===== src/rtl/fifo_stream_unload_if.sv =====
// Valid/ready stream bundle carried out of fifo_stream_unload.
// The master drives data and valid, and the slave answers with ready.
interface fifo_stream_unload_if #(
  parameter int dwidth = 8
);
  logic [dwidth-1:0] m_data;
  logic              m_valid;
  logic              m_ready;

  modport master (output m_data, output m_valid, input m_ready);
  modport slave  (input m_data, input m_valid, output m_ready);
endinterface


===== src/rtl/fifo_stream_unload.sv =====
// Pops a FIFO with a registered one-cycle read and re-presents its words as a
// valid/ready stream through a 2-entry buffer; also counts delivered words.
module fifo_stream_unload #(
  parameter int dwidth = 8,
  parameter int cwidth = 16
) (
  input  logic                  clk,
  input  logic                  reset,
  input  logic [dwidth-1:0]     fifo_dout,
  input  logic                  fifo_rdy,
  output logic                  fifo_pop,
  input  logic                  flush,
  fifo_stream_unload_if.master  m,
  output logic [cwidth-1:0]     xfer_cnt
);

  logic [1:0]        occ;
  logic [1:0]        occ_next;
  logic [1:0]        keep;
  logic              inflight;
  logic              take;
  logic [dwidth-1:0] buf0;
  logic [dwidth-1:0] buf1;
  logic [dwidth-1:0] buf0_next;
  logic [dwidth-1:0] buf1_next;

  assign m.m_valid = (occ != 2'd0);
  assign m.m_data  = buf0;

  // keep = entries surviving this cycle's handshake; the arriving word lands behind them.
  // Popping depends on m_ready so a full-rate stream never leaves a bubble.
  always_comb begin
    take      = m.m_valid & m.m_ready;
    keep      = occ - {1'b0, take};
    fifo_pop  = fifo_rdy & ~flush & ~reset &
                (({1'b0, keep} + {2'b00, inflight}) < 3'd2);
    buf0_next = take ? buf1 : buf0;
    buf1_next = buf1;
    if (inflight && !flush) begin
      if (keep == 2'd0) buf0_next = fifo_dout;
      else              buf1_next = fifo_dout;
    end
    occ_next  = flush ? 2'd0 : (keep + {1'b0, inflight});
  end

  always_ff @(posedge clk or posedge reset) begin
    if (reset) begin
      occ      <= '0;
      inflight <= 1'b0;
      buf0     <= '0;
      buf1     <= '0;
      xfer_cnt <= '0;
    end else begin
      occ      <= occ_next;
      inflight <= fifo_pop;
      buf0     <= buf0_next;
      buf1     <= buf1_next;
      xfer_cnt <= xfer_cnt + cwidth'(take);
    end
  end

endmodule


===== src/flat_wrapper.sv =====
// flat-port wrapper written by rule: the top's interface ports become plain ports
module fifo_stream_unload_flat 
#(
  parameter int dwidth = 8,
  parameter int cwidth = 16
)
  (clk, reset, fifo_dout, fifo_rdy, fifo_pop, flush, xfer_cnt, m_m_data, m_m_valid, m_m_ready);
  fifo_stream_unload_if #(.dwidth(dwidth)) m_i ();
  input  logic clk;
  input  logic reset;
  input  logic [dwidth-1:0] fifo_dout;
  input  logic fifo_rdy;
  output logic fifo_pop;
  input  logic flush;
  output logic [cwidth-1:0] xfer_cnt;
  output wire logic [$bits(m_i.m_data)-1:0] m_m_data;
  output wire logic [$bits(m_i.m_valid)-1:0] m_m_valid;
  input wire logic [$bits(m_i.m_ready)-1:0] m_m_ready;
  assign m_m_data = m_i.m_data;
  assign m_m_valid = m_i.m_valid;
  assign m_i.m_ready = m_m_ready;
  fifo_stream_unload #(.dwidth(dwidth), .cwidth(cwidth)) u_core (.clk(clk), .reset(reset), .fifo_dout(fifo_dout), .fifo_rdy(fifo_rdy), .fifo_pop(fifo_pop), .flush(flush), .m(m_i), .xfer_cnt(xfer_cnt));
endmodule

===== config.mk =====
export PLATFORM = sky130hd
export DESIGN_NAME = fifo_stream_unload_flat
export DESIGN_NICKNAME = d
export VERILOG_FILES = /design/src/rtl/fifo_stream_unload_if.sv /design/src/rtl/fifo_stream_unload.sv /design/src/flat_wrapper.sv
export SDC_FILE = /design/constraint.sdc
export NUM_CORES = 1
export LEC_CHECK = 0
export BUFFER_PORTS_ARGS = -buffer_cell sky130_fd_sc_hd__buf_4
export CORE_UTILIZATION = 47
export DETAILED_ROUTE_END_ITERATION = 10
export PLACE_DENSITY = 0.79
export RECOVER_POWER = 25
export SLEW_MARGIN = 25
export SYNTH_ARGS = -nofsm -noshare
export SYNTH_HDL_FRONTEND = slang
export SYNTH_SLANG_ARGS = --single-unit

===== constraint.sdc =====
create_clock -name clk -period 1.5 [get_ports clk]
set_input_delay 0 -clock clk [delete_from_list [all_inputs] [get_ports clk]]
set_output_delay 0 -clock clk [all_outputs]
set_load 0.01 [all_outputs]

==> flow_summary.ini, run 1 <==
[critical_path]
critical_path_class = flop to flop
crit_path_frequent_cell = buf_6
cp-start-kind = flop
worstSetupEndpointType = flop
cp_slowest_cell = dfrtp_1
cp_top_family = simple AND/OR/NAND/NOR gates
critical_path_cell_count = 9
crit_required_ns = 1.77
critPathArrivalTime_ns = 2.04
critPathMaxStageDelay_ns = 0.42
rr_worst_depth = 9
cp_cell_sequence = buf_4 -> buf_6 -> buf_6 -> or2_4 -> and3_4 -> ha_4 -> and2_4 -> nand4_1 -> xnor2_1
worst-path-buf-inv = 3
crit_fanout = 6

[detailed_routing]
viasPerCell = 4.93
totalWireLength_mm = 3.17
drt_iter0_drc = 20
ant_nets = 0
wl_per_cell_um = 13.4
drt_pre_antenna_iters = 4
drc = 0
num_vias = 1164

[grt]
grt_pass1_wl_mm = 5.14
grt-ovfl-total = 0
antenna_found_initial = 0
grt_usage_pct = 20.4
first_global_vias = 1135
grt_max_degree = 36

[placement]
io_buffers = 38
hpwlAfterDp_mm = 2.00
pre_cts_ws_ns = 0.0209
dpl.cell_count = 209
globalplace.congestion = 0.823
place_area_mm2 = 0.00196

[floorplan]
die_w_um = 59.7
design.core.area_mm2 = 0.00310
ios = 39
rows = 20
initial_core_util_pct = 50.4
die_area_mm2 = 0.00356
die_y_um = 59.7

[status]
status = finished, violations left
violations = setup timing

[timing]
finalCritPeriodShare_pct = 118
drv_slew = 0
fmax_ghz = 0.563
finalSetupTns_ns = -2.75
hold_violations = 0
slew_headroom_pct = 44.4
grt_setup_unrepaired = yes
period_needed_ns = 1.78
setup_viol = 21
tightest_slew_ns = 0.834
fin_ws_ns = -0.276
fin_skew_ns = 0.00459

[cts]
htree_num_levels = 2
cts_made_buffers = 5
clockRootBuffer = clkbuf_4
cts.sinks = 35
path_clk_slew_ns = 0.10
cts_tree = yes
clock_latency_ns = 0.34
clockBufferDepth = 2

[logic_synthesis]
netlist_area_mm2 = 0.00156
synth_seq_area_share_pct = 56.0
synth_cells = 125
synth_top_area_cell = dfrtp_1
syn_nets = 142
syn_area_per_cell_um2 = 12.5
synth_area_leaders = dfrtp_1 (56%), xnor2_1 (6.7%), mux2_2 (5.8%)
netlist.area_leader.share_pct = 56.0
ys_ff_latch = 35
ys_types = 30
yosysWarnings = 0

[power]
p_leak_nw = 1.22
power_density_mw_per_mm2 = 955
ir_drop_v = 0.000692

[layout]
nNetsFinal = 208
final_common_cell = buf_4
syn2layout_area_growth_pct = 47.1
drive_gt1_share_pct = 48.4
diodes = 0
final_area_mm2 = 0.00230
finalNonFillerCells = 236
final_cell_mix = buf_4 (45), dfrtp_1 (35), nand2_1 (11)
utilization_pct = 74.2
nFillCells = 229

[hold_path]
hold_path_class = input pin to flop
hold_depth = 4

[run]
cap_viol_max_count = 0
## layer usage
layer	up-vias	global-route usage (%)	wire length [um]
li1	561	-	-
met1	554	23.9	1280
met2	39	33.3	1630
met3	10	5.41	159
met4	0	12.0	99
met5	-	0	0
## cell type report
cell class                 instances  area [um2]  area share [%]
clock buffer                       6        51.3            2.23
clock inverter                     2        35.0            1.52
inverter                           3        11.3           0.489
multi-input combinational         84         769            33.4
sequential                        35         876            38.1
tap                               44        55.1            2.39
timing repair buffer              62         503            21.9
## sequential cells by signal, indices dropped and copies added, names as in the netlist
signal	flops
u_core.xfer_cnt	16
u_core.buf1	8
u_core.m.m_data	8
u_core.occ	2
u_core.inflight	1
## power by group
group          leakage [nW]  total, mW  switching, mW  internal, mW
clock network        0.0482      0.705          0.311         0.394
logic                 0.694      0.370          0.159         0.212
registers             0.473       1.12         0.0869          1.04
## cell families (layout without fill, tap and decap cells)
kind of cell	count (synthesis)	count (layout)	synth area share, %
and+or+nand+nor	39	39	16.2
DFF	35	35	56.0
muxes	16	16	10.9
xor gates and xnor gates	14	14	7.84
AOI/OAI and AO/OA	11	11	3.92
buffers and inverters	6	73	1.92
adders and majority gates	4	4	3.20
## stage by stage
step	power (mW)	hold slack, ns
finish	2.20	0.0650
global route	2.32	0.0535
CTS	2.22	-0.175
detailed placement	1.48	0.148
global placement	1.45	0.139
floorplan	1.27	0.0276
## synthesized netlist by cell type
| cell type | number |
|---|---|
| a21o_1 | 1 |
| and2_1 | 1 |
| and2_2 | 1 |
| and3_1 | 2 |
| and3_2 | 1 |
| and4_1 | 1 |
| and4_4 | 2 |
| buf_4 | 2 |
| clkbuf_1 | 1 |
| dfrtp_1 | 35 |
| ha_1 | 4 |
| inv_1 | 3 |
| mux2_2 | 8 |
| mux2i_1 | 8 |
| nand2_1 | 12 |
| nand2b_1 | 1 |
| nand3_1 | 6 |
| nand4_1 | 2 |
| nand4_2 | 1 |
| nor2_8 | 1 |
| nor2b_1 | 4 |
| nor2b_2 | 1 |
| nor3b_2 | 1 |
| nor4bb_1 | 1 |
| o21ai_0 | 8 |
| o21ai_1 | 1 |
| o21ai_2 | 1 |
| or2_2 | 1 |
| xnor2_1 | 12 |
| xor2_1 | 2 |
## final timing paths
kind / to / slack (ns) / startpoint
worst max-delay path: u_core.xfer_cnt[6]$_DFF_PP0_ / -0.28 / u_core.occ[0]$_DFF_PP0_
worst min-delay path: u_core.xfer_cnt[0]$_DFF_PP0_ / 0.07 / m_m_ready
worst max register to register: u_core.xfer_cnt[6]$_DFF_PP0_ / -0.28 / u_core.occ[0]$_DFF_PP0_
worst min register to register: u_core.xfer_cnt[15]$_DFF_PP0_ / 0.49 / u_core.xfer_cnt[15]$_DFF_PP0_
max in group asynchronous: u_core.xfer_cnt[2]$_DFF_PP0_ / 0.50 / reset
min in group asynchronous: u_core.occ[0]$_DFF_PP0_ / 0.47 / reset
## timing repair
item	in CTS	in global routing
hold endpoints to repair	54	3
gates cloned	0	1
gates resized for setup	13	11
pin swaps	4	5
hold buffers	9	1
buffers inserted	5	4
endpoints found under the setup margin	3	20
## worst register-to-register path: cells and delay by family (launching register included)
kind / cells / cell delay, ns
and+or+nand+nor: 4 / 0.66
DFF: 1 / 0.42
buffers and inverters: 3 / 0.36
adders and majority gates: 1 / 0.15
xor gates and xnor gates: 1 / 0.12
Note: power is estimated with default switching activity, not from simulation.
==> run 2: changes to the inputs <==
- CORE_UTILIZATION: 47 -> 35
- GPL_TIMING_DRIVEN: default -> 0
- PLACE_DENSITY: 0.79 -> 0.63
- SETUP_SLACK_MARGIN: default -> 0.5
==> flow_summary.ini, run 2 (same netlist as run 1, synthesis figures left out) <==
[grt]
grt_max_degree = 36
grt_busiest_layer = met2
antenna_found_initial = 0
grtUsageMet1_pct = 20.2
met3_usage_pct = 4.93
grt-ovfl-total = 0
first_global_vias = 1277
grt_usage_pct = 17.4
use_met2_pct = 30.8
grt_pass1_wl_mm = 5.95

[critical_path]
critPathArrivalTime_ns = 1.86
worstSetupEndpointType = flop
rr_endpoint = u_core.buf1[0]$_DFFE_PP0P_
r2r_slack_ns = -0.19
rr_worst_depth = 8
crit_required_ns = 1.67
cp_slowest_cell = dfrtp_1
worst-path-buf-inv = 5
cp_cell_sequence = nor2b_4 -> buf_4 -> buf_6 -> buf_6 -> buf_6 -> o21ai_4 -> buf_12 -> mux2_4
cp_top_family = buffers and inverters
critical_path_class = flop to flop
crit_fanout = 8
cp-start-kind = flop
critPathMaxStageDelay_ns = 0.41
r2r-start = u_core.occ[0]$_DFF_PP0_
crit_path_frequent_cell = buf_6

[floorplan]
design.core.area_mm2 = 0.00414
ios = 39
rows = 23
die_area_mm2 = 0.00474
initial_core_util_pct = 37.7
die_y_um = 68.8
die_w_um = 68.8

[cts]
clockRootBuffer = clkbuf_8
clock_latency_ns = 0.28
cts.sinks = 35
htree_num_levels = 2
cts_tree = yes
path_clk_slew_ns = 0.07
cts_hold_buf = 9
cts_made_buffers = 5
clockBufferDepth = 2

[timing]
fin_skew_ns = 0.00294
period_needed_ns = 1.69
finalCritPeriodShare_pct = 113
finalHoldWorstSlack_ns = 0.133
fmax_ghz = 0.591
drv_slew = 0
grt_setup_unrepaired = yes
hold_violations = 0
slew_headroom_pct = 8.85
fin_ws_ns = -0.193
tightest_slew_ns = 1.37
setup_viol = 24

[placement]
hpwlAfterDp_mm = 2.27
globalplace.congestion = 0.732
place_area_mm2 = 0.00199
dpl.cell_count = 213
io_buffers = 38

[power]
clockPowerShare_pct = 30.4
p_total_mw = 2.23
combPwrFrac_pct = 18.9
seqPwrFrac_pct = 50.7
p_leak_nw = 1.39
sw_frac_of_total_pct = 28.3
ir_drop_v = 0.000726
power_density_mw_per_mm2 = 850
p_sw_mw = 0.631
p_int_mw = 1.60

[layout]
nNetsFinal = 215
largest_reg_flops = 16
diodes = 0
syn2layout_area_growth_pct = 67.8
finalNonFillerCells = 249
final_area_mm2 = 0.00262
largest-register = u_core.xfer_cnt
final_cell_mix = buf_4 (44), dfrtp_1 (30), buf_6 (13)
drive_gt1_share_pct = 64.8
final_common_cell = buf_4

[status]
violations = setup timing
status = finished, violations left

[hold_path]
hold_start = flush
hold_depth = 4
hold_path_class = input pin to flop
whs_endpoint = u_core.inflight$_DFF_PP0_

[detailed_routing]
totalWireLength_mm = 3.77
wl_per_cell_um = 15.2
num_vias = 1230
ant_nets = 0
drc = 0
drt_iter0_drc = 58
viasPerCell = 4.94
drt_pre_antenna_iters = 3

[run]
cap_viol_max_count = 0
-- run 2: what timing repair did --
action | 4_1_cts | 5_1_grt
pin swaps | 22 | 11
buffers inserted | 15 | 3
hold endpoints to repair | 53 | 35
gates cloned | 1 | 0
resized for setup | 54 | 24
setup endpoints to repair | 37 | 40
-- run 2: through the flow --
stage                     TNS, ns  utilization (%)  worst slack [ns]
after global placement     -0.412             48.0           -0.0744
after floorplan           -0.0477                -           -0.0199
after detailed placement   -0.590             48.0            -0.108
after global routing        -4.44             63.3            -0.274
final                       -3.13             63.3            -0.193
after CTS                   -1.48             60.1            -0.209
-- run 2: final cells by class --
type | instances | area, um2
Buffer | 3 | 47.5
Clock buffer | 5 | 68.8
Clock inverter | 3 | 20.0
Fill cell | 343 | 1520
Inverter | 3 | 11.3
Multi-Input combinational cell | 84 | 963
Sequential cell | 35 | 882
Tap cell | 50 | 62.6
Timing Repair Buffer | 66 | 568
-- run 2: power by group through the flow --
stage / combinational, mW / clock [mW] / sequential [mW]
2_1_floorplan: 0.117 / 0 / 1.18
3_3_place_gp: 0.325 / 0 / 1.15
3_5_place_dp: 0.335 / 0 / 1.15
4_1_cts: 0.405 / 0.700 / 1.13
5_1_grt: 0.453 / 0.738 / 1.14
6_report: 0.422 / 0.678 / 1.13
-- run 2: metal layers --
layer  part of all wire [%]  routed length, um
met2                     52               1960
met5                      0                  0
met1                     42               1590
met4                    1.0                 38
met3                    4.8                181
-- run 2: how the worst max path moves through the flow --
stage | startpoint | to | cells after the start
detailed placement | u_core.occ[1]$_DFF_PP0_ | u_core.xfer_cnt[12]$_DFF_PP0_ | 7
CTS | u_core.occ[0]$_DFF_PP0_ | fifo_pop | 7
floorplan | u_core.occ[1]$_DFF_PP0_ | u_core.xfer_cnt[6]$_DFF_PP0_ | 7
global placement | u_core.occ[1]$_DFF_PP0_ | u_core.xfer_cnt[6]$_DFF_PP0_ | 7
finish | u_core.occ[0]$_DFF_PP0_ | u_core.buf1[0]$_DFFE_PP0P_ | 8
global route | u_core.occ[0]$_DFF_PP0_ | fifo_pop | 7
-- run 2: worst register-to-register path: cells and delay by family, from the launching register on --
| kind | cells | cell delay, ns |
|---|---|---|
| flip-flops | 1 | 0.41 |
| AND/OR/NAND/NOR | 1 | 0.14 |
| AO/OA/AOI/OAI | 1 | 0.13 |
| buffers and inverters | 5 | 0.59 |
| multiplexers | 1 | 0.31 |
